<file path="config.mk">
export PLATFORM = sky130hd
export DESIGN_NAME = axi4_mem_port_arbiter
export DESIGN_NICKNAME = d
export VERILOG_FILES = /design/src/rtl/axi4_arb_pkg.sv /design/src/rtl/axi4_mem_port_arbiter.sv
export SDC_FILE = /design/constraint.sdc
export NUM_CORES = 1
export LEC_CHECK = 0
export CAP_MARGIN = 10
export CORE_AREA = 2 2 95 97
export DETAILED_ROUTE_END_ITERATION = 16
export DIE_AREA = 0 0 97 99
export PLACE_DENSITY = 0.68
export SYNTH_ARGS = -nofsm -noshare
export SYNTH_HDL_FRONTEND = slang
export SYNTH_SLANG_ARGS = --single-unit
</file>
<file path="constraint.sdc">
create_clock -name ACLK -period 2.1 [get_ports ACLK]
set_input_delay 0.315 -clock ACLK [delete_from_list [all_inputs] [get_ports ACLK]]
set_output_delay 0.315 -clock ACLK [all_outputs]
set_load 0.02 [all_outputs]
</file>
<file path="src/rtl/axi4_arb_pkg.sv">
// axi4_arb_pkg: arbiter state and owner encodings shared by the memory-port arbiter and its users
package axi4_arb_pkg;
    typedef enum logic [1:0] {ARB_IDLE, ARB_WR_OWN, ARB_RD_OWN} arb_state_e;
    typedef enum logic {OWN_WR, OWN_RD} owner_e;
endpackage

</file>
<file path="src/rtl/axi4_mem_port_arbiter.sv">
// axi4_mem_port_arbiter: round-robin, run-length-bounded sharing of one sync memory port between write and read engines
//   ACLK/ARESETn             clock, async active-low reset
//   wr_req/wr_addr/wr_data   write beat request, held until wr_gnt (comb)
//   rd_req/rd_addr           read beat request, held until rd_gnt (comb)
//   rd_rvalid/rd_rdata       read return, two cycles after accept; rdata passes mem_rdata through
//   mem_en/we/addr/wdata     registered memory port; mem_rdata valid the cycle after mem_en is sampled
module axi4_mem_port_arbiter
    import axi4_arb_pkg::*;
#(
    parameter int DATA_WIDTH      = 32,
    parameter int MEMORY_DEPTH    = 1024,
    parameter int MAX_GRANT_BEATS = 4,
    localparam int ADDR_WIDTH     = $clog2(MEMORY_DEPTH),
    localparam int CW             = $clog2(MAX_GRANT_BEATS + 1)
) (
    input  logic                  ACLK,
    input  logic                  ARESETn,
    input  logic                  wr_req,
    input  logic [ADDR_WIDTH-1:0] wr_addr,
    input  logic [DATA_WIDTH-1:0] wr_data,
    output logic                  wr_gnt,
    input  logic                  rd_req,
    input  logic [ADDR_WIDTH-1:0] rd_addr,
    output logic                  rd_gnt,
    output logic                  rd_rvalid,
    output logic [DATA_WIDTH-1:0] rd_rdata,
    output logic                  mem_en,
    output logic                  mem_we,
    output logic [ADDR_WIDTH-1:0] mem_addr,
    output logic [DATA_WIDTH-1:0] mem_wdata,
    input  logic [DATA_WIDTH-1:0] mem_rdata
);
    localparam logic [CW-1:0] MAX_C = CW'(MAX_GRANT_BEATS);

    arb_state_e            state_q, state_d;
    owner_e                rr_ptr_q, rr_ptr_d;
    logic [CW-1:0]         beat_cnt_q, beat_cnt_d;
    logic                  mem_en_q, mem_en_d, mem_we_q, mem_we_d;
    logic [ADDR_WIDTH-1:0] mem_addr_q, mem_addr_d;
    logic [DATA_WIDTH-1:0] mem_wdata_q, mem_wdata_d;
    logic                  rd_pend_q, rd_pend_d, rd_rvalid_q, rd_rvalid_d;
    logic                  prefer_wr;

    always_comb begin
        // Owner keeps priority until its run hits MAX; in IDLE the round-robin pointer decides
        prefer_wr   = (state_q == ARB_WR_OWN && beat_cnt_q < MAX_C) ||
                      (state_q == ARB_RD_OWN && beat_cnt_q >= MAX_C) ||
                      (state_q == ARB_IDLE && rr_ptr_q == OWN_WR);
        wr_gnt      = wr_req & (!rd_req | prefer_wr);
        rd_gnt      = rd_req & (!wr_req | !prefer_wr);
        state_d     = wr_gnt ? ARB_WR_OWN : rd_gnt ? ARB_RD_OWN : ARB_IDLE;
        beat_cnt_d  = !(wr_gnt | rd_gnt) ? '0 :
                      state_d != state_q ? CW'(1) :
                      beat_cnt_q == MAX_C ? MAX_C : beat_cnt_q + CW'(1);
        // On a change of owner the pointer aims at the loser; otherwise it holds
        rr_ptr_d    = (wr_gnt && state_q != ARB_WR_OWN) ? OWN_RD :
                      (rd_gnt && state_q != ARB_RD_OWN) ? OWN_WR : rr_ptr_q;
        mem_en_d    = wr_gnt | rd_gnt;
        mem_we_d    = wr_gnt;
        mem_addr_d  = wr_gnt ? wr_addr : rd_addr;
        mem_wdata_d = wr_gnt ? wr_data : mem_wdata_q;
        rd_pend_d   = rd_gnt & rd_req;
        rd_rvalid_d = rd_pend_q;
    end

    always_ff @(posedge ACLK or negedge ARESETn) begin
        if (!ARESETn) begin
            state_q     <= ARB_IDLE;
            rr_ptr_q    <= OWN_WR;
            beat_cnt_q  <= '0;
            mem_en_q    <= 1'b0;
            mem_we_q    <= 1'b0;
            mem_addr_q  <= '0;
            mem_wdata_q <= '0;
            rd_pend_q   <= 1'b0;
            rd_rvalid_q <= 1'b0;
        end else begin
            state_q     <= state_d;
            rr_ptr_q    <= rr_ptr_d;
            beat_cnt_q  <= beat_cnt_d;
            mem_en_q    <= mem_en_d;
            mem_we_q    <= mem_we_d;
            mem_addr_q  <= mem_addr_d;
            mem_wdata_q <= mem_wdata_d;
            rd_pend_q   <= rd_pend_d;
            rd_rvalid_q <= rd_rvalid_d;
        end
    end

    assign mem_en    = mem_en_q;
    assign mem_we    = mem_we_q;
    assign mem_addr  = mem_addr_q;
    assign mem_wdata = mem_wdata_q;
    assign rd_rvalid = rd_rvalid_q;
    assign rd_rdata  = mem_rdata;
endmodule

</file>
==> metrics <==
later-pin clock latency in the skew report 0.30 ns; largest net degree at the start of global routing 28; slew at the pin with the worst max-slew slack 0.345 ns; crit-path max cell delay 0.48 ns; Worst-path clk slew 0.09 ns; Root Buffer clkbuf_8; Syn Inst Count 167; All-Layer GR Usage 10.7%; Max Cap Viol 0; Die Ht 99 um; final net count 337; first-pass GRT wire length 8360 um; Final setup violation count 0; Critical Path Start Type flop; Yosys top cell by area dfrtp_1; CTS Buffer Depth 2; final wirelength 5010 um; total CTS buffers 5; Worst Setup SP state_q[1]$_DFF_PN0_; die area 9600 um^2; critical path capture point type output pin; initial drt markers 33; maximum clock rate 0.506 GHz; fraction of layout cells with a size suffix above 1 25.4%; Syn Nets 257; register area share after synthesis 51.3%; RSZ-0062 raised after global routing false; share of the synthesized area in the top cell type 51.3%; CP cell instances nor2b_2 > o32ai_4 > a21oi_1 > dlygate4sd2_1; TNS Setup 0 ns; r2r setup slk 0.31 ns; Crit Path Category reg2out; row cnt 34; FILL cells 803; DR pass1 iterations 5; core area 8550 um^2; reg2reg start state_q[1]$_DFF_PN0_; pwr/cell area 915 nW/um^2; final setup margin 0.125 ns; Fin. Hold Viols 0; H-tree Lvls 2; status finished, final reports clean; diodes inserted 0; number of global-route vias before repair 1611; crit path max-delay cell type dfrtp_2; Critical Path Fanout Max 8; final cycle utilization of the critical path 94.0%; TritonCTS clock tree done; synthesized flop and latch total 51; routed via count 1514; Slew headroom 77.0%; DRC Markers 0; post-synthesis cell area 2490 um^2; port buffer count 102; via/cell ratio 4.25; GR Overflow Total 0; hold path depth 0; Hold Path Class reg2reg; hpwl dp 3740 um; Netlist cell types 29; leakage 1.57 nW; WL/cell 14.1 um; Worst Setup EP rd_gnt; Min Hold Slack 0.356 ns; antenna-violating nets left 0; Clock Sinks 51; Reg2Reg Depth 6; worst r2r dst mem_wdata[0]$_DFFE_PN0N_; Max Transition Viols Final 0; IO Pins 167; Initial Util 29.1%; pre-CTS WS 0.0237 ns; gpl congestion 0.830; worst vdd ir 0.000438 V; Mean Syn Cell Area 14.9 um^2; Worst Path Buf+Inv 1; Crit. path cell count 4; Area growth syn-to-layout 42.4%; top cells by area, synth dfrtp_1 51%, mux2_4 24%, buf_4 9.7%, buf_12 3.2%, mux2_1 1.4%; largest delay contributor family on the critical path flip-flops; Worst Path Arrival 1.66 ns; skew final 0.00914 ns; worst path required time 1.78 ns; post-route minimum period 1.97 ns; initial antenna violation count 0; Warnings, synthesis 0; die width 97 um
==> logic make-up (layout without fill, tap and decap cells) <==
kind of cell	Yosys count	count (layout)	share of synthesized area, %
mux	42	42	24.9
buf+inv	43	124	14.0
simple gates	15	15	3.57
fa+ha+maj	2	2	1.01
compound gates	14	14	5.23
flops	51	51	51.3
==> how the worst min path moves through the flow <==
stage / start / end
2_1_floorplan: ARESETn / beat_cnt_q[0]$_DFF_PN0_
5_1_grt: rd_pend_q$_DFF_PN0_ / rd_rvalid$_DFF_PN0_
3_5_place_dp: ARESETn / mem_wdata[2]$_DFFE_PN0N_
6_report: rd_pend_q$_DFF_PN0_ / rd_rvalid$_DFF_PN0_
4_1_cts: rd_pend_q$_DFF_PN0_ / rd_rvalid$_DFF_PN0_
3_3_place_gp: ARESETn / mem_wdata[2]$_DFFE_PN0N_
==> cell usage after synthesis <==
library cell / instances
ha_1: 2
o211a_1: 1
inv_1: 4
buf_12: 4
mux2_1: 3
buf_2: 1
a32oi_1: 1
nand2_1: 3
a21oi_1: 5
a211oi_1: 1
nor2b_2: 1
o32ai_4: 1
clkbuf_1: 1
a211o_1: 1
o21a_1: 1
nand3b_1: 3
nand2b_1: 2
buf_4: 32
or2_1: 1
o21ai_4: 1
a311o_1: 1
dfrtp_1: 51
inv_2: 1
and3_1: 1
nor3_1: 1
a22o_1: 1
nor2b_1: 2
mux2_4: 39
nor2_1: 1
==> sequential cells by signal, summed over array words and instances, names as in the netlist <==
| signal | flops |
|---|---|
| rd_rvalid | 1 |
| mem_addr | 10 |
| rd_pend_q | 1 |
| beat_cnt_q | 3 |
| state_q | 2 |
| rr_ptr_q | 1 |
| mem_en | 1 |
| mem_wdata | 32 |
==> stage by stage <==
step                std cells  instance area, um^2  total power, mW  util [%]
finish                    356                 3540             3.24      41.4
CTS                       356                 3540             3.30      41.4
floorplan                 167                 2490             2.03         -
detailed placement        347                 3390             2.47      39.7
global route              356                 3540             3.42      41.4
global placement          347                 3390             2.44      39.7
==> cells in the final DEF, fill, tap and decap left out, drive strengths merged, types with 2 or more instances in the layout <==
cell	n
nand2	3
clkdlybuf4s50	99
nand2b	2
nor2b	3
mux2	42
clkbuf	5
buf	9
nand3b	3
dfrtp	51
bufinv	2
dlygate4sd2	2
inv	5
a21oi	5
ha	2
==> metal layers <==
layer	vias up	wire, um	GRT usage (%)
met1	716	2160	13.6
met4	0	121	4.55
li1	694	-	-
met2	78	2300	16.6
met3	26	428	3.55
met5	-	0	0
==> report_power, final <==
part / total [mW] / switching (mW) / internal, mW
registers: 1.27 / 0.108 / 1.17
logic: 1.16 / 0.481 / 0.683
clock network: 0.804 / 0.329 / 0.475
==> what timing repair did <==
item,CTS,global route
pin swaps,1,1
buffers inserted,0,0
hold buffers,1,0
gates resized for setup,2,3
hold endpoints to repair,8,0
setup endpoints to repair,2,2
cloned,0,0
==> cell type report <==
| cell class | instances | area, um^2 | share of cell area, % |
|---|---|---|---|
| inverters | 5 | 18.8 | 0.530 |
| repair buffers | 111 | 1110 | 31.3 |
| clock buffers | 5 | 68.8 | 1.94 |
| flip-flops and latches | 51 | 1280 | 36.1 |
| clock inverters | 3 | 67.6 | 1.91 |
| well taps | 108 | 135 | 3.81 |
| multi-input cells | 73 | 863 | 24.4 |
No activity file was read; power rests on OpenSTA's default activity.
